$ cat src/rtl/resp_frame_pkg.sv
// rtl/resp_frame_pkg.sv - shared types, constants and CRC-8 step for the response frame builder
package resp_frame_pkg;

    typedef enum logic [2:0] {
        ST_IDLE,
        ST_SOF,
        ST_STATUS,
        ST_CMD,
        ST_ADDR,
        ST_DATA,
        ST_CRC,
        ST_GAP
    } resp_state_t;

    localparam logic [7:0] SOF_DEVICE_TO_HOST = 8'h5A;
    localparam logic [7:0] STATUS_OK          = 8'h00;
    localparam logic [7:0] CRC8_POLY          = 8'h07;

    // MSB-first CRC-8, no reflection, no final XOR
    function automatic logic [7:0] crc8_update(input logic [7:0] crc, input logic [7:0] data);
        logic [7:0] c;
        c = crc ^ data;
        for (int i = 0; i < 8; i++) begin
            c = c[7] ? ((c << 1) ^ CRC8_POLY) : (c << 1);
        end
        return c;
    endfunction

endpackage

$ cat src/rtl/resp_frame_builder_if.sv
// rtl/resp_frame_builder_if.sv - request, payload stream and TX FIFO signals of the frame builder
interface resp_frame_builder_if #(
    parameter int ADDR_BYTES     = 4,
    parameter int MAX_DATA_BYTES = 64
);
    localparam int LEN_W = $clog2(MAX_DATA_BYTES + 1);

    logic                    req_valid;
    logic                    req_ready;
    logic [7:0]              req_status;
    logic [7:0]              req_cmd;
    logic [8*ADDR_BYTES-1:0] req_addr;
    logic [LEN_W-1:0]        req_len;
    logic                    data_valid;
    logic [7:0]              data_byte;
    logic                    data_ready;
    logic [7:0]              tx_fifo_data;
    logic                    tx_fifo_wr_en;
    logic                    tx_fifo_full;

    modport master (
        output req_valid, req_status, req_cmd, req_addr, req_len,
        output data_valid, data_byte, tx_fifo_full,
        input  req_ready, data_ready, tx_fifo_data, tx_fifo_wr_en
    );

    modport slave (
        input  req_valid, req_status, req_cmd, req_addr, req_len,
        input  data_valid, data_byte, tx_fifo_full,
        output req_ready, data_ready, tx_fifo_data, tx_fifo_wr_en
    );

endinterface

$ cat src/rtl/crc8_engine.sv
// rtl/crc8_engine.sv - running CRC-8 register with byte enable and synchronous clear
module crc8_engine
    import resp_frame_pkg::*;
(
    input  logic       clk,
    input  logic       rst,
    input  logic       clear,
    input  logic       en,
    input  logic [7:0] data,
    output logic [7:0] crc
);

    always_ff @(posedge clk) begin
        if (rst || clear) begin
            crc <= 8'h00;
        end else if (en) begin
            crc <= crc8_update(crc, data);
        end
    end

endmodule

$ cat src/rtl/resp_frame_builder.sv
// rtl/resp_frame_builder.sv - emits SOF/STATUS/CMD/[ADDR]/[DATA]/CRC8 response frames into the UART TX FIFO
module resp_frame_builder
    import resp_frame_pkg::*;
#(
    parameter int         ADDR_BYTES     = 4,
    parameter int         MAX_DATA_BYTES = 64,
    parameter logic [7:0] SOF_BYTE       = 8'h5A,
    parameter logic [7:0] STATUS_OK      = 8'h00,
    parameter int         IFG_CYCLES     = 1,
    localparam int        LEN_W          = $clog2(MAX_DATA_BYTES + 1)
) (
    input  logic                 clk,
    input  logic                 rst,
    resp_frame_builder_if.slave  bus,
    input  logic                 abort,
    output logic                 busy,
    output logic                 frame_done,
    output logic                 frame_aborted,
    output logic [15:0]          frame_count
);

    resp_state_t             state;
    logic [7:0]              status_q;
    logic [7:0]              cmd_q;
    logic [8*ADDR_BYTES-1:0] addr_q;
    logic [LEN_W-1:0]        len_q;
    logic [LEN_W-1:0]        data_idx;
    logic [3:0]              addr_idx;
    logic [7:0]              gap_cnt;
    logic                    has_payload;
    logic [7:0]              crc;
    logic [7:0]              tx_byte;
    logic                    emit_state;
    logic                    wr;
    logic                    crc_en;

    // A byte goes out only when the FIFO has room, no abort is pending and, in DATA, a byte is offered
    always_comb begin
        emit_state = (state != ST_IDLE) && (state != ST_GAP);
        wr         = emit_state && !bus.tx_fifo_full && !abort &&
                     ((state != ST_DATA) || bus.data_valid);
        crc_en     = wr && (state inside {ST_STATUS, ST_CMD, ST_ADDR, ST_DATA});
        case (state)
            ST_SOF:    tx_byte = SOF_BYTE;
            ST_STATUS: tx_byte = status_q;
            ST_CMD:    tx_byte = cmd_q;
            ST_ADDR:   tx_byte = addr_q[7:0];
            ST_DATA:   tx_byte = bus.data_byte;
            ST_CRC:    tx_byte = crc;
            default:   tx_byte = 8'h00;
        endcase
    end

    assign bus.tx_fifo_wr_en = wr;
    assign bus.tx_fifo_data  = wr ? tx_byte : 8'h00;
    assign bus.data_ready    = (state == ST_DATA) && !bus.tx_fifo_full && !abort;
    assign bus.req_ready     = (state == ST_IDLE);
    assign busy              = (state != ST_IDLE);

    crc8_engine u_crc (
        .clk   (clk),
        .rst   (rst),
        .clear (state == ST_IDLE),
        .en    (crc_en),
        .data  (tx_byte),
        .crc   (crc)
    );

    always_ff @(posedge clk) begin
        if (rst) begin
            state         <= ST_IDLE;
            status_q      <= 8'h00;
            cmd_q         <= 8'h00;
            addr_q        <= '0;
            len_q         <= '0;
            data_idx      <= '0;
            addr_idx      <= 4'd0;
            gap_cnt       <= 8'd0;
            has_payload   <= 1'b0;
            frame_done    <= 1'b0;
            frame_aborted <= 1'b0;
            frame_count   <= 16'd0;
        end else begin
            frame_done    <= 1'b0;
            frame_aborted <= 1'b0;
            if (abort && state != ST_IDLE) begin
                state         <= ST_IDLE;
                frame_aborted <= 1'b1;
            end else begin
                case (state)
                    ST_IDLE: begin
                        if (bus.req_valid) begin
                            status_q    <= bus.req_status;
                            cmd_q       <= bus.req_cmd;
                            addr_q      <= bus.req_addr;
                            len_q       <= (bus.req_len > LEN_W'(MAX_DATA_BYTES)) ?
                                           LEN_W'(MAX_DATA_BYTES) : bus.req_len;
                            has_payload <= bus.req_cmd[7] && (bus.req_status == STATUS_OK);
                            addr_idx    <= 4'd0;
                            data_idx    <= '0;
                            state       <= ST_SOF;
                        end
                    end
                    ST_SOF:    if (wr) state <= ST_STATUS;
                    ST_STATUS: if (wr) state <= ST_CMD;
                    ST_CMD:    if (wr) state <= has_payload ? ST_ADDR : ST_CRC;
                    ST_ADDR: begin
                        if (wr) begin
                            addr_q <= addr_q >> 8;
                            if (addr_idx == 4'(ADDR_BYTES - 1)) begin
                                state <= (len_q != '0) ? ST_DATA : ST_CRC;
                            end else begin
                                addr_idx <= addr_idx + 4'd1;
                            end
                        end
                    end
                    ST_DATA: begin
                        if (wr) begin
                            if (data_idx == len_q - LEN_W'(1)) begin
                                state <= ST_CRC;
                            end else begin
                                data_idx <= data_idx + LEN_W'(1);
                            end
                        end
                    end
                    ST_CRC: begin
                        if (wr) begin
                            frame_done  <= 1'b1;
                            frame_count <= frame_count + 16'd1;
                            gap_cnt     <= 8'd0;
                            state       <= (IFG_CYCLES == 0) ? ST_IDLE : ST_GAP;
                        end
                    end
                    ST_GAP: begin
                        if (gap_cnt == 8'(IFG_CYCLES - 1)) begin
                            state <= ST_IDLE;
                        end else begin
                            gap_cnt <= gap_cnt + 8'd1;
                        end
                    end
                    default: state <= ST_IDLE;
                endcase
            end
        end
    end

endmodule
$ cat src/flat_wrapper.sv
// flat-port wrapper written by rule: the top's interface ports become plain ports
module resp_frame_builder_flat import resp_frame_pkg::*;
#(
    parameter int         ADDR_BYTES     = 4,
    parameter int         MAX_DATA_BYTES = 64,
    parameter logic [7:0] SOF_BYTE       = 8'h5A,
    parameter logic [7:0] STATUS_OK      = 8'h00,
    parameter int         IFG_CYCLES     = 1,
    localparam int        LEN_W          = $clog2(MAX_DATA_BYTES + 1)
)
  (clk, rst, abort, busy, frame_done, frame_aborted, frame_count, bus_req_valid, bus_req_status, bus_req_cmd, bus_req_addr, bus_req_len, bus_data_valid, bus_data_byte, bus_tx_fifo_full, bus_req_ready, bus_data_ready, bus_tx_fifo_data, bus_tx_fifo_wr_en);
  resp_frame_builder_if #(.ADDR_BYTES(ADDR_BYTES), .MAX_DATA_BYTES(MAX_DATA_BYTES)) bus_i ();
  input  logic clk;
  input  logic rst;
  input  logic abort;
  output logic busy;
  output logic frame_done;
  output logic frame_aborted;
  output logic [15:0] frame_count;
  input wire logic [$bits(bus_i.req_valid)-1:0] bus_req_valid;
  input wire logic [$bits(bus_i.req_status)-1:0] bus_req_status;
  input wire logic [$bits(bus_i.req_cmd)-1:0] bus_req_cmd;
  input wire logic [$bits(bus_i.req_addr)-1:0] bus_req_addr;
  input wire logic [$bits(bus_i.req_len)-1:0] bus_req_len;
  input wire logic [$bits(bus_i.data_valid)-1:0] bus_data_valid;
  input wire logic [$bits(bus_i.data_byte)-1:0] bus_data_byte;
  input wire logic [$bits(bus_i.tx_fifo_full)-1:0] bus_tx_fifo_full;
  output wire logic [$bits(bus_i.req_ready)-1:0] bus_req_ready;
  output wire logic [$bits(bus_i.data_ready)-1:0] bus_data_ready;
  output wire logic [$bits(bus_i.tx_fifo_data)-1:0] bus_tx_fifo_data;
  output wire logic [$bits(bus_i.tx_fifo_wr_en)-1:0] bus_tx_fifo_wr_en;
  assign bus_i.req_valid = bus_req_valid;
  assign bus_i.req_status = bus_req_status;
  assign bus_i.req_cmd = bus_req_cmd;
  assign bus_i.req_addr = bus_req_addr;
  assign bus_i.req_len = bus_req_len;
  assign bus_i.data_valid = bus_data_valid;
  assign bus_i.data_byte = bus_data_byte;
  assign bus_i.tx_fifo_full = bus_tx_fifo_full;
  assign bus_req_ready = bus_i.req_ready;
  assign bus_data_ready = bus_i.data_ready;
  assign bus_tx_fifo_data = bus_i.tx_fifo_data;
  assign bus_tx_fifo_wr_en = bus_i.tx_fifo_wr_en;
  resp_frame_builder #(.ADDR_BYTES(ADDR_BYTES), .MAX_DATA_BYTES(MAX_DATA_BYTES), .SOF_BYTE(SOF_BYTE), .STATUS_OK(STATUS_OK), .IFG_CYCLES(IFG_CYCLES)) u_core (.clk(clk), .rst(rst), .bus(bus_i), .abort(abort), .busy(busy), .frame_done(frame_done), .frame_aborted(frame_aborted), .frame_count(frame_count));
endmodule
$ cat config.mk
export PLATFORM = sky130hd
export DESIGN_NAME = resp_frame_builder_flat
export DESIGN_NICKNAME = d
export VERILOG_FILES = /design/src/rtl/resp_frame_pkg.sv /design/src/rtl/resp_frame_builder_if.sv /design/src/rtl/crc8_engine.sv /design/src/rtl/resp_frame_builder.sv /design/src/flat_wrapper.sv
export SDC_FILE = /design/constraint.sdc
export NUM_CORES = 1
export LEC_CHECK = 0
export CELL_PAD_IN_SITES_DETAIL_PLACEMENT = 0
export CELL_PAD_IN_SITES_GLOBAL_PLACEMENT = 2
export CORE_UTILIZATION = 34
export CTS_BUF_LIST = sky130_fd_sc_hd__clkbuf_2 sky130_fd_sc_hd__clkbuf_4 sky130_fd_sc_hd__clkbuf_8
export CTS_CLUSTER_SIZE = 28
export DETAILED_ROUTE_END_ITERATION = 10
export PLACE_DENSITY = 0.88
export SKIP_LAST_GASP = 1
export SYNTH_ARGS = -nofsm -noshare
export SYNTH_HDL_FRONTEND = slang
export SYNTH_SLANG_ARGS = --single-unit
$ cat constraint.sdc
create_clock -name clk -period 4.1 [get_ports clk]
set_clock_uncertainty 0.1 [all_clocks]
set_input_delay 0.82 -clock clk [delete_from_list [all_inputs] [get_ports clk]]
set_output_delay 0.82 -clock clk [all_outputs]
set_load 0.005 [all_outputs]
==> impl_metrics.json <==
{
  "worstHoldPathType": "register to register",
  "synth-seq-cells": 104,
  "antenna_found_initial": 0,
  "via_per_inst": 5.10,
  "synth_top_area_share_pct": 37.7,
  "slew_headroom_pct": 31.2,
  "tightest_slew_ns": 1.03,
  "cts_tree": "built",
  "pwr-share-seq_pct": 48.5,
  "vias": 5032,
  "rr_endpoint": "u_core.u_crc.crc[2]",
  "power_switching_mw": 0.709,
  "ys_seq_area_share_pct": 37.7,
  "cts_sinks": 104,
  "p_clk_share_pct": 28.6,
  "cts_root_buf": "clkbuf_8",
  "comb_power_share_pct": 22.9,
  "ff2ff_path_depth": 8,
  "grt_pass1_vias": 4783,
  "ys.flop_type": "dfxtp_1",
  "hold_violations": 0,
  "start_util_pct": 34.7,
  "fin_crit_ns": 3.53,
  "dpl.hpwl_um": 10800,
  "peakVddDrop_mv": 0.183,
  "die_w_um": 129,
  "required_ns": 3.18,
  "crit_start": "u_core.state[1]",
  "die_h_um": 129,
  "grt_pass1_wl_um": 24200,
  "fin_tns_setup_ns": 0,
  "drt_wl_total_um": 14700,
  "cts_buffers": 9,
  "fin_crit_sh_pct": 86.1,
  "synthArstFlopShare_pct": 0,
  "clk_latency_ns": 0.40,
  "max_cap_viol_count": 0,
  "drtIter0Drc": 285,
  "p_sw_share_pct": 30.9,
  "crit_path_start_kind": "register",
  "design_area_mm2": 0.00686,
  "synth_nets": 764,
  "rrSetupSlack_ns": 1.04,
  "max_freq_mhz": 283,
  "hp-start": "u_core.addr_q[30]",
  "synth-edff-count": 0,
  "ys_warn_count": 0,
  "grt_use_total_pct": 18.6,
  "crit_end": "bus_tx_fifo_data[2]",
  "pin_count": 99,
  "port_buffers": 98,
  "status": "finished, final reports clean",
  "num_rows": 46,
  "grt_max_degree": 57,
  "drc": 0,
  "dieArea_mm2": 0.0167,
  "gp_congestion": 0.865,
  "core_area_mm2": 0.0159,
  "synth_top_area_cell": "dfxtp_1",
  "htreeDepth": 3,
  "syn_area_per_cell_um2": 8.02,
  "internal_power_mw": 1.58,
  "arrival_ns": 2.61,
  "powerDensity_mw_per_mm2": 334,
  "drive_gt1_share_pct": 6.10,
  "worstSetupPathType": "register to output port",
  "grt_overflow": 0,
  "cp_max_fo": 16,
  "syn_area_mm2": 0.00552,
  "r2r_start": "u_core.state[1]",
  "finalSetupViolCount": 0,
  "cts_resized": 0,
  "slew_violations": 0,
  "rsz0062_at_grt": "false",
  "cp-end-kind": "output port",
  "ys_types": 64,
  "cts_buffer_depth": 2,
  "power.leakage_nw": 2.47,
  "ant_nets": 0,
  "postCtsSetupBuffers": 0,
  "cts.clk_slew.worst_paths_ns": 0.11,
  "ys_top_cells_by_area": "dfxtp_1, nand2_1, a21oi_1, nor2_1, a311oi_1",
  "first_pass_iters": 4,
  "antenna_cells": 0,
  "area_growth_pct": 24.3,
  "fin_nets": 842,
  "wl_per_cell_um": 14.9,
  "synthCells": 688,
  "placed_area_mm2": 0.00666,
  "postCtsHoldBufs": 0
}
Yosys cell counts (4+ instances only):
cell	count
a21oi_1	63
nor2b_1	8
buf_4	4
o21ai_0	16
nand3_1	23
mux2i_1	13
nand3b_1	13
or3_1	15
inv_1	11
a311oi_1	24
or2_2	5
and2_1	4
nor4_1	5
xnor3_1	4
xnor2_1	18
a211oi_1	5
buf_2	5
nand2b_1	12
clkbuf_1	30
dfxtp_1	104
xor2_1	22
nor3_1	8
nand2_1	124
buf_6	5
and3_1	8
o2bb2ai_1	4
nor2_1	73
ha_1	7
nand4_1	7
how the worst min path moves through the flow:
stage	cells past startpoint	end
floorplan	2	u_core.addr_q[24]
global placement	2	u_core.addr_q[31]
detailed placement	2	u_core.addr_q[30]
CTS	2	u_core.addr_q[30]
global route	2	u_core.addr_q[29]
finish	2	u_core.addr_q[30]
critical path, cell delays in order (launching register included):
cell	delay, ns
dfxtp_1	0.64
buf_4	0.30
mux2i_1	0.25
o22ai_1	0.11
a21oi_1	0.38
nor2_1	0.08
clkdlybuf4s50_1	0.45
state kept, by name, indices dropped and copies added (netlist names):
register / flops
u_core.frame_aborted: 1
u_core.cmd_q: 8
u_core.addr_idx: 4
u_core.gap_cnt: 8
u_core.addr_q: 32
u_core.status_q: 8
u_core.u_crc.crc: 8
u_core.frame_done: 1
u_core.state: 3
u_core.has_payload: 1
u_core.frame_count: 16
u_core.len_q: 7
u_core.data_idx: 7
cell families after synthesis:
family / share of synthesized area, %
compound gates: 16.8
flops: 37.7
buf+inv: 4.88
mux: 2.36
xor+xnor: 7.99
fa+ha+maj: 1.59
simple gates: 28.7
per-stage QoR:
step / setup WS (ns) / hold WS, ns / power [mW] / util (%) / instances
3_3_place_gp: 0.698 / 0.342 / 1.66 / 41.9 / 971
6_report: 0.570 / 0.359 / 2.29 / 43.2 / 987
4_1_cts: 0.543 / 0.360 / 2.33 / 43.2 / 987
3_5_place_dp: 0.668 / 0.345 / 1.66 / 41.9 / 971
5_1_grt: 0.355 / 0.377 / 2.42 / 43.2 / 987
2_1_floorplan: 1.43 / 0.332 / 1.49 / - / 688
cell usage in the layout, fill, tap and decap left out, types with 13 or more instances in the layout:
master / n
clkdlybuf4s50_1: 97
nand3b_1: 13
xor2_1: 22
or3_1: 15
nor2_1: 72
mux2i_1: 13
o21ai_0: 16
nand2_1: 124
a21oi_1: 63
buf_4: 13
xnor2_1: 18
a311oi_1: 24
dfxtp_1: 104
nand3_1: 23
power groups by stage:
stage          combinational [mW]  sequential (mW)  clock [mW]
6_report                    0.525             1.11       0.655
5_1_grt                     0.581             1.12       0.720
4_1_cts                     0.531             1.11       0.688
3_5_place_dp                0.529             1.14           0
3_3_place_gp                0.523             1.13           0
2_1_floorplan               0.365             1.12           0
per-layer routing:
layer	vias up	wire length (um)	track usage [%]
met3	15	596	3.88
met5	-	0	0
li1	2569	-	-
met2	92	6790	30.0
met1	2356	7000	24.6
met4	0	266	6.64
layout make-up:
class | instances | area (um2)
Fill cell | 1651 | 9030
Multi-Input combinational cell | 528 | 3170
Sequential cell | 104 | 2080
Timing Repair Buffer | 112 | 1090
Tap cell | 216 | 270
Clock buffer | 11 | 151
Clock inverter | 5 | 46.3
Inverter | 11 | 41.3
Power figures use the tool's default switching activity.
